### src/rtl/ex_operand_stage.sv
// rtl/ex_operand_stage.sv - ID/EX register with operand forwarding and ALU operand select
//
// Single-entry valid/ready pipeline register that sits in front of the ALU.
// Register operands are resolved against the MEM and WB results. MEM wins over
// WB, and register 0 always reads as zero. Resolution happens when the
// instruction is captured. It happens again on every stalled cycle, so operands
// that a later stage corrects while the instruction waits do not stay stale.
//
// Build option: FORWARDING_EN. When it is undefined, operands come straight
// from the register file with only x0 zeroing applied. In that build the
// forwarding inputs are ignored and there is no refresh while stalled.
//
// Ports:
//   clk, rst                   clock, synchronous active-high reset
//   in_valid / in_ready        decode handshake
//   in_pc, in_imm              instruction PC and sign-extended immediate
//   in_rs{1,2}_addr/_data      source indices and register-file read data
//   in_use_pc, in_use_imm      operand select for ALU in_0 / in_1
//   in_operation, in_rd_addr   ALU op code and destination, passed through
//   flush                      kill held and incoming instruction
//   fwd_{mem,wb}_valid/rd/data later-stage results for forwarding
//   out_valid / out_ready      execute handshake
//   out_in_0, out_in_1         ALU operands
//   out_operation, out_rd_addr passed-through op code and destination
//   out_store_data             resolved rs2 value for stores
module ex_operand_stage #(
    parameter int XLEN = 32
) (
    input  logic            clk,
    input  logic            rst,
    input  logic            in_valid,
    output logic            in_ready,
    input  logic [XLEN-1:0] in_pc,
    input  logic [4:0]      in_rs1_addr,
    input  logic [4:0]      in_rs2_addr,
    input  logic [XLEN-1:0] in_rs1_data,
    input  logic [XLEN-1:0] in_rs2_data,
    input  logic [XLEN-1:0] in_imm,
    input  logic            in_use_pc,
    input  logic            in_use_imm,
    input  logic [3:0]      in_operation,
    input  logic [4:0]      in_rd_addr,
    input  logic            flush,
    input  logic            fwd_mem_valid,
    input  logic [4:0]      fwd_mem_rd,
    input  logic [XLEN-1:0] fwd_mem_data,
    input  logic            fwd_wb_valid,
    input  logic [4:0]      fwd_wb_rd,
    input  logic [XLEN-1:0] fwd_wb_data,
    output logic            out_valid,
    input  logic            out_ready,
    output logic [XLEN-1:0] out_in_0,
    output logic [XLEN-1:0] out_in_1,
    output logic [3:0]      out_operation,
    output logic [4:0]      out_rd_addr,
    output logic [XLEN-1:0] out_store_data
);

    logic            valid_q;
    logic [XLEN-1:0] pc_q;
    logic [4:0]      rs1_addr_q;
    logic [4:0]      rs2_addr_q;
    logic [XLEN-1:0] rs1_val_q;
    logic [XLEN-1:0] rs2_val_q;
    logic [XLEN-1:0] imm_q;
    logic            use_pc_q;
    logic            use_imm_q;
    logic [3:0]      operation_q;
    logic [4:0]      rd_addr_q;

    logic            load;
    logic            hold;

    // Address and fallback value feeding the resolver: the incoming
    // instruction on a load, the stored one while stalled.
    logic [4:0]      rs1_src_addr;
    logic [4:0]      rs2_src_addr;
    logic [XLEN-1:0] rs1_fallback;
    logic [XLEN-1:0] rs2_fallback;
    logic [XLEN-1:0] rs1_resolved;
    logic [XLEN-1:0] rs2_resolved;

    assign in_ready = !valid_q || out_ready;
    assign load     = in_valid && in_ready && !flush;
    assign hold     = valid_q && !out_ready;

    function automatic logic [XLEN-1:0] resolve(
        input logic [4:0]      addr,
        input logic [XLEN-1:0] fallback,
        input logic            mem_valid,
        input logic [4:0]      mem_rd,
        input logic [XLEN-1:0] mem_data,
        input logic            wb_valid,
        input logic [4:0]      wb_rd,
        input logic [XLEN-1:0] wb_data
    );
        logic [XLEN-1:0] r;
        if (addr == 5'd0) begin
            r = '0;
        end else if (mem_valid && (mem_rd == addr)) begin
            r = mem_data;
        end else if (wb_valid && (wb_rd == addr)) begin
            r = wb_data;
        end else begin
            r = fallback;
        end
        return r;
    endfunction

    always_comb begin
        rs1_src_addr = load ? in_rs1_addr : rs1_addr_q;
        rs2_src_addr = load ? in_rs2_addr : rs2_addr_q;
        rs1_fallback = load ? in_rs1_data : rs1_val_q;
        rs2_fallback = load ? in_rs2_data : rs2_val_q;
    end

`ifdef FORWARDING_EN
    always_comb begin
        rs1_resolved = resolve(rs1_src_addr, rs1_fallback,
                               fwd_mem_valid, fwd_mem_rd, fwd_mem_data,
                               fwd_wb_valid, fwd_wb_rd, fwd_wb_data);
        rs2_resolved = resolve(rs2_src_addr, rs2_fallback,
                               fwd_mem_valid, fwd_mem_rd, fwd_mem_data,
                               fwd_wb_valid, fwd_wb_rd, fwd_wb_data);
    end
`else
    // Forwarding disabled: the bypass ports are tied off inside the resolver,
    // so only the x0 zeroing remains.
    always_comb begin
        rs1_resolved = resolve(rs1_src_addr, rs1_fallback,
                               1'b0, 5'd0, '0, 1'b0, 5'd0, '0);
        rs2_resolved = resolve(rs2_src_addr, rs2_fallback,
                               1'b0, 5'd0, '0, 1'b0, 5'd0, '0);
    end

    logic unused_fwd;
    assign unused_fwd = ^{fwd_mem_valid, fwd_mem_rd, fwd_mem_data,
                          fwd_wb_valid, fwd_wb_rd, fwd_wb_data};
`endif

    always_ff @(posedge clk) begin
        if (rst) begin
            valid_q     <= 1'b0;
            pc_q        <= '0;
            rs1_addr_q  <= '0;
            rs2_addr_q  <= '0;
            rs1_val_q   <= '0;
            rs2_val_q   <= '0;
            imm_q       <= '0;
            use_pc_q    <= 1'b0;
            use_imm_q   <= 1'b0;
            operation_q <= '0;
            rd_addr_q   <= '0;
        end else if (flush) begin
            // Any transfer accepted in this cycle is dropped along with the held entry.
            valid_q <= 1'b0;
        end else if (load) begin
            valid_q     <= 1'b1;
            pc_q        <= in_pc;
            rs1_addr_q  <= in_rs1_addr;
            rs2_addr_q  <= in_rs2_addr;
            rs1_val_q   <= rs1_resolved;
            rs2_val_q   <= rs2_resolved;
            imm_q       <= in_imm;
            use_pc_q    <= in_use_pc;
            use_imm_q   <= in_use_imm;
            operation_q <= in_operation;
            rd_addr_q   <= in_rd_addr;
        end else if (hold) begin
`ifdef FORWARDING_EN
            // Stalled: pick up results that retired while this instruction waited.
            rs1_val_q <= rs1_resolved;
            rs2_val_q <= rs2_resolved;
`endif
        end else begin
            valid_q <= 1'b0;
        end
    end

    assign out_valid      = valid_q;
    assign out_in_0       = use_pc_q  ? pc_q  : rs1_val_q;
    assign out_in_1       = use_imm_q ? imm_q : rs2_val_q;
    assign out_operation  = operation_q;
    assign out_rd_addr    = rd_addr_q;
    assign out_store_data = rs2_val_q;

endmodule

### config.mk
export PLATFORM = sky130hd
export DESIGN_NAME = ex_operand_stage
export DESIGN_NICKNAME = d
export VERILOG_FILES = /design/src/rtl/ex_operand_stage.sv
export SDC_FILE = /design/constraint.sdc
export NUM_CORES = 1
export LEC_CHECK = 0
export ABC_AREA = 1
export BUFFER_PORTS_ARGS = -buffer_cell sky130_fd_sc_hd__buf_2
export CAP_MARGIN = 15
export CORE_MARGIN = 2
export CORE_UTILIZATION = 25
export DETAILED_ROUTE_END_ITERATION = 6
export PLACE_DENSITY = 0.59
export SLEW_MARGIN = 20
export SYNTH_ARGS = -nofsm -noshare
export SYNTH_HDL_FRONTEND = slang
export SYNTH_SLANG_ARGS = --single-unit
### constraint.sdc
create_clock -name clk -period 1.5 [get_ports clk]
set_clock_uncertainty 0.2 [all_clocks]
set_input_delay 0.075 -clock clk [delete_from_list [all_inputs] [get_ports clk]]
set_output_delay 0.075 -clock clk [all_outputs]
set_load 0.02 [all_outputs]
== Yosys cells after proc, flatten, opt, wreduce, memory -nomap -nowiden ==
Index checks and enable logic that the tools add are counted.
Word-level totals
  register bits: 150
  logic and storage cells: 32
Cells by class
  reductions and logical operators: 11
  bitwise gates (word level): 1
  equal/unequal tests: 1
  muxes and demuxes: 8
Operator list (number)
  two-way mux 32 bit: 4
  logical NOT 5 bit: 2
  two-way mux 5 bit: 2
  logical AND 1 bit: 3
  logical NOT 1 bit: 3
  two-way mux 1 bit: 2
  inequality test 2 bit (second input constant): 1
  AND reduction 2 bit: 1
  OR reduction 2 bit: 1
  logical OR 1 bit: 1
  inverter 1 bit: 1

== Logic depth before layout (Yosys ltp) ==
Gate-level depths: netlist (run 1).
  depth in word-level cells: 7
  gate-level depth with buffers: 10

== Worst setup path before layout (run 1) ==
No wires, ideal clock.
  kind: reg2reg
  start: reg valid_q (netlist: out_valid)
  end: reg rs2_val_q[10] (netlist: out_store_data[10])
  buffers on the path: 2
  clock period less this slack: 1.719 ns
  stages on the path, launching flop included: 9
  setup slack: -0.219 ns
  arrival time: 1.391 ns
  required time: 1.172 ns
  cells stage by stage: dfxtp_1 > nand2_1 > buf_2 > nand3_1 > nand2_1 > nand3_2 > buf_4 > o21bai_1 > a21oi_1
On the way
  word-level cells in the longest chain between the ends: 7
  elaborated cells between the ends (all ways): 8
  those cells by class: 2 x mux; 6 x reduce/logical
RTL lines
  from (decl): line 59  | logic valid_q;
  from (signal assigned): line 143  | valid_q <= 1'b0;
  from (signal assigned): line 156  | valid_q <= 1'b0;
  from (signal assigned): line 158  | valid_q <= 1'b1;
  logical NOT 1 bit *: line 83  | assign in_ready = !valid_q || out_ready;
  logical OR 1 bit *: line 83
  net in_ready: line 32  | output logic in_ready,
  logical AND 1 bit * (2 in series): line 84  | assign load = in_valid && in_ready && !flush;
  two-way mux 5 bit
  logical NOT 5 bit
  two-way mux 32 bit: line 98  | if (addr == 5'd0) begin
  to (signal assigned): line 163  | rs2_val_q <= rs2_resolved;
  to (decl): line 64  | logic [XLEN-1:0] rs2_val_q;
The timed path passes the listed nets; every way through them passes the cells marked *.
A chain may end at the register's enable or synchronous reset.

== Worst setup path in the final report (run 1) ==
  start: reg use_imm_q
  end: out out_in_1[14]
On the way
  word-level cells in the longest chain between the ends: 1
RTL lines
  from (decl): line 67  | logic use_imm_q;
  from (signal assigned): line 166  | use_imm_q <= in_use_imm;
  two-way mux 32 bit: line 182  | assign out_in_1 = use_imm_q ? imm_q : rs2_val_q;
  to (decl): line 53  | output logic [XLEN-1:0] out_in_1,
No other way between the ends.

==> results of run 1 <==
[sequential cells by signal (all words and copies together), names as in the netlist]
register	flops
imm_q	32
out_operation	4
out_rd_addr	5
out_store_data	32
out_valid	1
pc_q	32
rs1_addr_q	5
rs1_val_q	32
rs2_addr_q	5
use_imm_q	1
use_pc_q	1
[through the flow]
| step | util, % | instance area (sq um) |
|---|---|---|
| floorplan | - | 6720 |
| global placement | 32.3 | 8470 |
| detailed placement | 32.3 | 8470 |
| CTS | 45.9 | 12000 |
| global route | 49.9 | 13100 |
| finish | 49.9 | 13100 |
[synthesized netlist by cell type]
master    number  area, sq um
nand3_2        2         20.0
nand2_4        1         11.3
o21ai_2        2         17.5
a211oi_1       1         7.51
nand3_1        4         20.0
nor2_4         1         11.3
buf_2         15         75.1
inv_1         80          300
buf_6          7         78.8
a21oi_1       64          320
nor2_1       160          601
mux2_2        64          721
dfxtp_1      150         3000
o21ai_1       13         65.1
nand2_2        2         12.5
o21ai_0      126          631
nand3b_1       4         30.0
clkinv_2       1         5.00
clkbuf_1      35          131
buf_4         11         82.6
o21bai_1      64          480
inv_2          1         3.75
nand2_1       19         71.3
[kinds of logic (layout without fill, tap and decap cells)]
family,after synthesis,after routing,synth area share (%)
compound gates,270,270,22.7
buf+inv,150,620,10.1
flops,150,150,44.8
mux,64,64,10.8
other cells,0,1,0
simple gates,193,194,11.6
[critical path: cells and delay by family, from the launching register on]
| family | cells | cell delay, ps |
|---|---|---|
| buffers and inverters | 2 | 350 |
| DFF | 1 | 500 |
| muxes | 1 | 310 |
[worst paths after layout]
path / endpoint / slack (ps) / start / depth (start not counted)
worst min-delay path: out_valid / -340 / flush / 2
worst max-delay path: out_in_1[14] / -360 / use_imm_q / 3
worst max register to register: out_store_data[30] / -360 / out_valid / 10
worst min register to register: out_operation[2] / 280 / out_operation[2] / 2
[power by group through the flow]
| stage | sequential (uW) | clock [uW] | combinational, uW |
|---|---|---|---|
| floorplan | 4550 | 0 | 1210 |
| global placement | 4490 | 0 | 2010 |
| detailed placement | 4500 | 0 | 2020 |
| CTS | 4440 | 4540 | 3090 |
| global route | 4520 | 4720 | 3850 |
| finish | 4490 | 4420 | 3640 |
[layer usage]
metal	vias to the layer above	GRT usage, %
li1	3649	-
met1	3666	23.4
met2	298	34.9
met3	60	4.28
met4	0	5.90
met5	-	0
[cell type report]
type	count	area, sq um	share of cell area, %
clock inverters	12	155	1.19
repair inverters	2	31.3	0.239
repair buffers	505	4850	37.1
flip-flops and latches	150	3010	23.0
well taps	335	419	3.20
clock buffers	19	433	3.31
multi-input cells	528	3840	29.4
inverters	82	335	2.56
diodes	1	2.50	0.0191
[repair_timing]
action / 4_1_cts / 5_1_grt
cloned: 25 / 12
resized for setup: 201 / 217
setup endpoints to repair: 185 / 205
pin swaps: 14 / 54
setup buffers: 21 / 17
endpoints found under the hold margin: 150 / 2
==> impl_results.md, run 1 <==
- Die span in y: 168 um
- Ys Warns: 0
- Critical setup path kind: reg -> out
- Overall Power: 12,500 uW
- Post-route ant nets: 0
- Vias in the first global route: 7,716
- Post-synthesis register bit count: 150
- Tcrit/Tclk final: 124%
- Startpoint types: flop
- Hold_buf cts: 147
- First-pass GRT wire length: 42.6 mm
- Clock latency on the worst-skew pair: 420 ps
- Outcome: finished, violations left
- Critical path's largest stage delay: 500 ps
- Core ar.: 0.0262 sq mm
- DR DRC count: 0
- Gr ovfl total: 0
- DRT met1 WL: 12.7 mm
- Placed instance count: 1,388
- Root Driver: clkbuf_16
- Max-cap violations: 0
- Reg clk slew, reported paths: 70 ps
- Max layer used: met4
- Hold slack: -341 ps
- Max-slew violation count: 0
- Leak: 0.00598 uW
- Nets: 1,516
- Internal power: 8810 uW
- DPL Wire Length: 14.2 mm
- Worst hold path type: in -> reg
- Slew @ Worst Pin: 422 ps
- Initial Util: 25.6%
- Final wirelength: 30.6 mm
- Most frequent cells in the layout: buf_2 (206), dlygate4sd3_1 (147), dfxtp_1 (147)
- IO Pins: 337
- CP arrival: 1590 ps
- GRT Total Usage: 19.5%
- Filler cell count: 2,272
- Post-synth cell types: 23
- Failing checks: negative hold slack, negative setup slack
- CP max FO: 6
- Met3 wire len: 1.55 mm
- Die footprint: 0.0281 sq mm
- Psw: 3730 uW
- Power Density: 959 mW/mm^2
- F_max: 0.537 GHz
- Critical Path RT: 1220 ps
- DRT iter0 DRCs: 400
- Met2 WL post-DR: 15.5 mm
- Unrepaired setup endpoints after global routing: yes
- Pre-antenna DRT Iters: 5
- Share of post-route cells with drive strength above 1: 43.4%
- Critical Path Sink Type: output port
- Slowest cell on the critical path: dfxtp_4
- Combinational fraction of design power: 29.0%
- H-tree levels: 4
- Rows: 59
- Seq pwr share: 35.8%
- Setup WS pre-CTS: -158 ps
- Total clock sinks: 150
- Vias: 7,673
- Minimum clock period: 1860 ps
- Die X: 168 um
- Clk buf depth: 2
- Post-Layout Cell Count: 1,634
- Port-buffer cells: 260
- Post-Syn Nets: 1,057
- Pin count of the biggest net entering global routing: 79
- Crit path cell chain: clkbuf_16 > mux2_4 > buf_6
- Most common cell after layout, fill and taps aside: buf_2
- Syn_area_per_cell: 8.10 sq um
- Gate Count Post-Synth: 827
- TritonCTS clock tree: built
- Setup-failing EPs final: 204
- Total CTS buffers: 17
- Initial antenna violation count: 1
- Worst Setup Slack, final: -361 ps
- Via density: 4.70
- Seq/Total Area, Yosys: 44.8%
- GPL Wtd Cong: 0.803
- Worst relative slew slack: 71.8%
- Switch share: 29.8%
- Proportion of power drawn by the clock network: 35.3%
- Area Overhead vs Synth: 95.2%
- VDD IR max: 567 uV
- Avg WL per Cell: 18.7 um
- Fin. Hold Viols: 3
- Final setup TNS: -46,180 ps
- Synthesized cell area: 0.00670 sq mm
No activity file was read; power rests on OpenSTA's default activity.
==> inputs of run 2 (changes only) <==
Settings changed: CAP_MARGIN 15 to not set, RECOVER_POWER set to 100.
==> run 2 against run 1 <==
Combinational power about the same. Global-route usage unchanged. Utilization down 0.072 points. Largest power group unchanged. The flow still finishes with violations (negative hold slack, negative setup slack). Worst setup slack better by 8.2 ps. Critical path type unchanged.
==> impl_results.md, run 2 (same netlist as run 1, synthesis figures left out) <==
- Tcrit/Tclk final: 124% (-0.54 points)
- Avg WL per Cell: 18.7 um (+0.13%)
- Post-route ant nets: 0 (unchanged)
- DPL Wire Length: 14.2 mm (unchanged)
- Worst Setup Slack, final: -353 ps (+8.17 ps)
- GPL Wtd Cong: 0.803 (unchanged)
- Total CTS buffers: 17 (unchanged)
- R2R setup slack: -350 ps (about the same)
- Vias: 7,659 (-0.18%)
- Fin. Hold Viols: 3 (unchanged)
- Final setup TNS: -47,050 ps (-868 ps)
- H-tree levels: 4 (unchanged)
- Total clock sinks: 150 (unchanged)
- Initial Util: 25.6% (unchanged)
- Setup WS pre-CTS: -158 ps (unchanged)
- Unrepaired setup endpoints after global routing: yes
- Startpoint types: flop
- CP max FO: 6 (unchanged)
- Most frequent cells in the layout: buf_2 (199), dlygate4sd3_1 (147), dfxtp_1 (147)
- Clk buf depth: 2 (unchanged)
- Initial antenna violation count: 1 (unchanged)
- Critical Path Sink Type: output port
- GRT Total Usage: 19.5% (unchanged)
- DRT iter0 DRCs: 388 (-3.0%)
- Design area: 0.0131 sq mm (-0.14%)
- Minimum clock period: 1850 ps (-8.17 ps)
- Slew @ Worst Pin: 420 ps (-1.95 ps)
- Most common cell after layout, fill and taps aside: buf_2
- Crit path cell chain: clkbuf_16 > mux2_4 > buf_6
- Die span in y: 168 um (unchanged)
- Die X: 168 um (unchanged)
- Max-cap violations: 0 (unchanged)
- Final wirelength: 30.6 mm (+0.13%)
- CP arrival: 1580 ps (about the same)
- DR DRC count: 0 (unchanged)
- Nets: 1,516 (unchanged)
- Area Overhead vs Synth: 95.0%
- Die footprint: 0.0281 sq mm (unchanged)
- Port-buffer cells: 260 (unchanged)
- Worst hold path type: in -> reg
- TritonCTS clock tree: built
- Slowest cell on the critical path: dfxtp_4
- Placement Cell Area: 0.00847 sq mm (unchanged)
- Power Density: 960 mW/mm^2 (about the same)
- Failing checks: negative hold slack, negative setup slack
- Vias in the first global route: 7,716 (unchanged)
- Critical path's largest stage delay: 500 ps (about the same)
- Via density: 4.69 (-0.18%)
- VDD IR max: 569 uV (+0.40%)
- Filler cell count: 2,279 (+0.31%)
- Worst relative slew slack: 72.0% (+0.13 points)
- Root Driver: clkbuf_16
- Clock latency on the worst-skew pair: 420 ps (about the same)
- Pin count of the biggest net entering global routing: 79 (unchanged)
- Core ar.: 0.0262 sq mm (unchanged)
- Critical setup path kind: reg -> out
- Critical Path RT: 1220 ps (about the same)
- Share of post-route cells with drive strength above 1: 42.8% (-0.62 points)
- IO Pins: 337 (unchanged)
- Pre-antenna DRT Iters: 5 (unchanged)
- First-pass GRT wire length: 42.6 mm (unchanged)
- Hold_buf cts: 147 (unchanged)
- Rows: 59 (unchanged)
- F_max: 0.540 GHz (+0.44%)
- Hold slack: -340 ps (+0.709 ps)
- Setup-failing EPs final: 204 (unchanged)
- Leak: 0.00595 uW (-0.48%)
- Max-slew violation count: 0 (unchanged)
- Outcome: finished, violations left
- Gr ovfl total: 0 (unchanged)
- Reg clk slew, reported paths: 70 ps (about the same)
==> run 2: changes by cell type in the layout (fill, tap and decap cells not counted), sizes merged <==
cell	change
clkbuf	+7
buf	-7
==> run 2: repair_timing <==
item / CTS / global route
gates resized for setup: 201 / 217
buffers inserted: 21 / 17
gates cloned: 25 / 12
endpoints found under the setup margin: 185 / 205
endpoints found under the hold margin: 150 / 2
pin swaps: 14 / 54
==> run 2: routing by layer <==
layer,share of wire (%),global-route usage (%)
met1,41,23.4
met2,51,34.9
met3,5.7,4.28
met4,2.4,5.90
met5,0,0
==> run 2: through the flow <==
step                      util (%)  power [uW]  instances
after global placement        32.3        6500       1388
final                         49.8       12500       1634
after global routing          49.8       13100       1633
after CTS                     45.9       12100       1612
after floorplan                  -        5760        827
after detailed placement      32.3        6510       1388
==> run 2: worst max-delay path: cells and delay by family, from the launching register on <==
family   cells  cell delay, ps
buf+inv      2             350
flops        1             500
mux          1             310
==> run 2: area by class of cell <==
type | count | area, sq um | area share, %
well taps | 335 | 419 | 3.21
repair inverters | 2 | 31.3 | 0.240
inverters | 82 | 335 | 2.57
diodes | 1 | 2.50 | 0.0192
flip-flops and latches | 150 | 3010 | 23.1
clock inverters | 12 | 155 | 1.19
clock buffers | 19 | 433 | 3.31
multi-input cells | 528 | 3830 | 29.3
repair buffers | 505 | 4840 | 37.1
==> run 2: worst paths after layout <==
| check | from | end | depth (start not counted) |
|---|---|---|---|
| hold / removal | flush | out_valid | 2 |
| hold reg to reg | out_operation[2] | out_operation[2] | 2 |
| setup reg to reg | out_valid | out_store_data[30] | 10 |
| setup / recovery | use_imm_q | out_in_1[14] | 3 |
==> run 2: report_power, final <==
group | internal (uW) | switching (uW) | total [uW] | leakage, uW
Sequential | 4260 | 227 | 4490 | 0.00124
Clock | 2620 | 1800 | 4420 | 0.000284
Combinational | 1930 | 1700 | 3630 | 0.00443
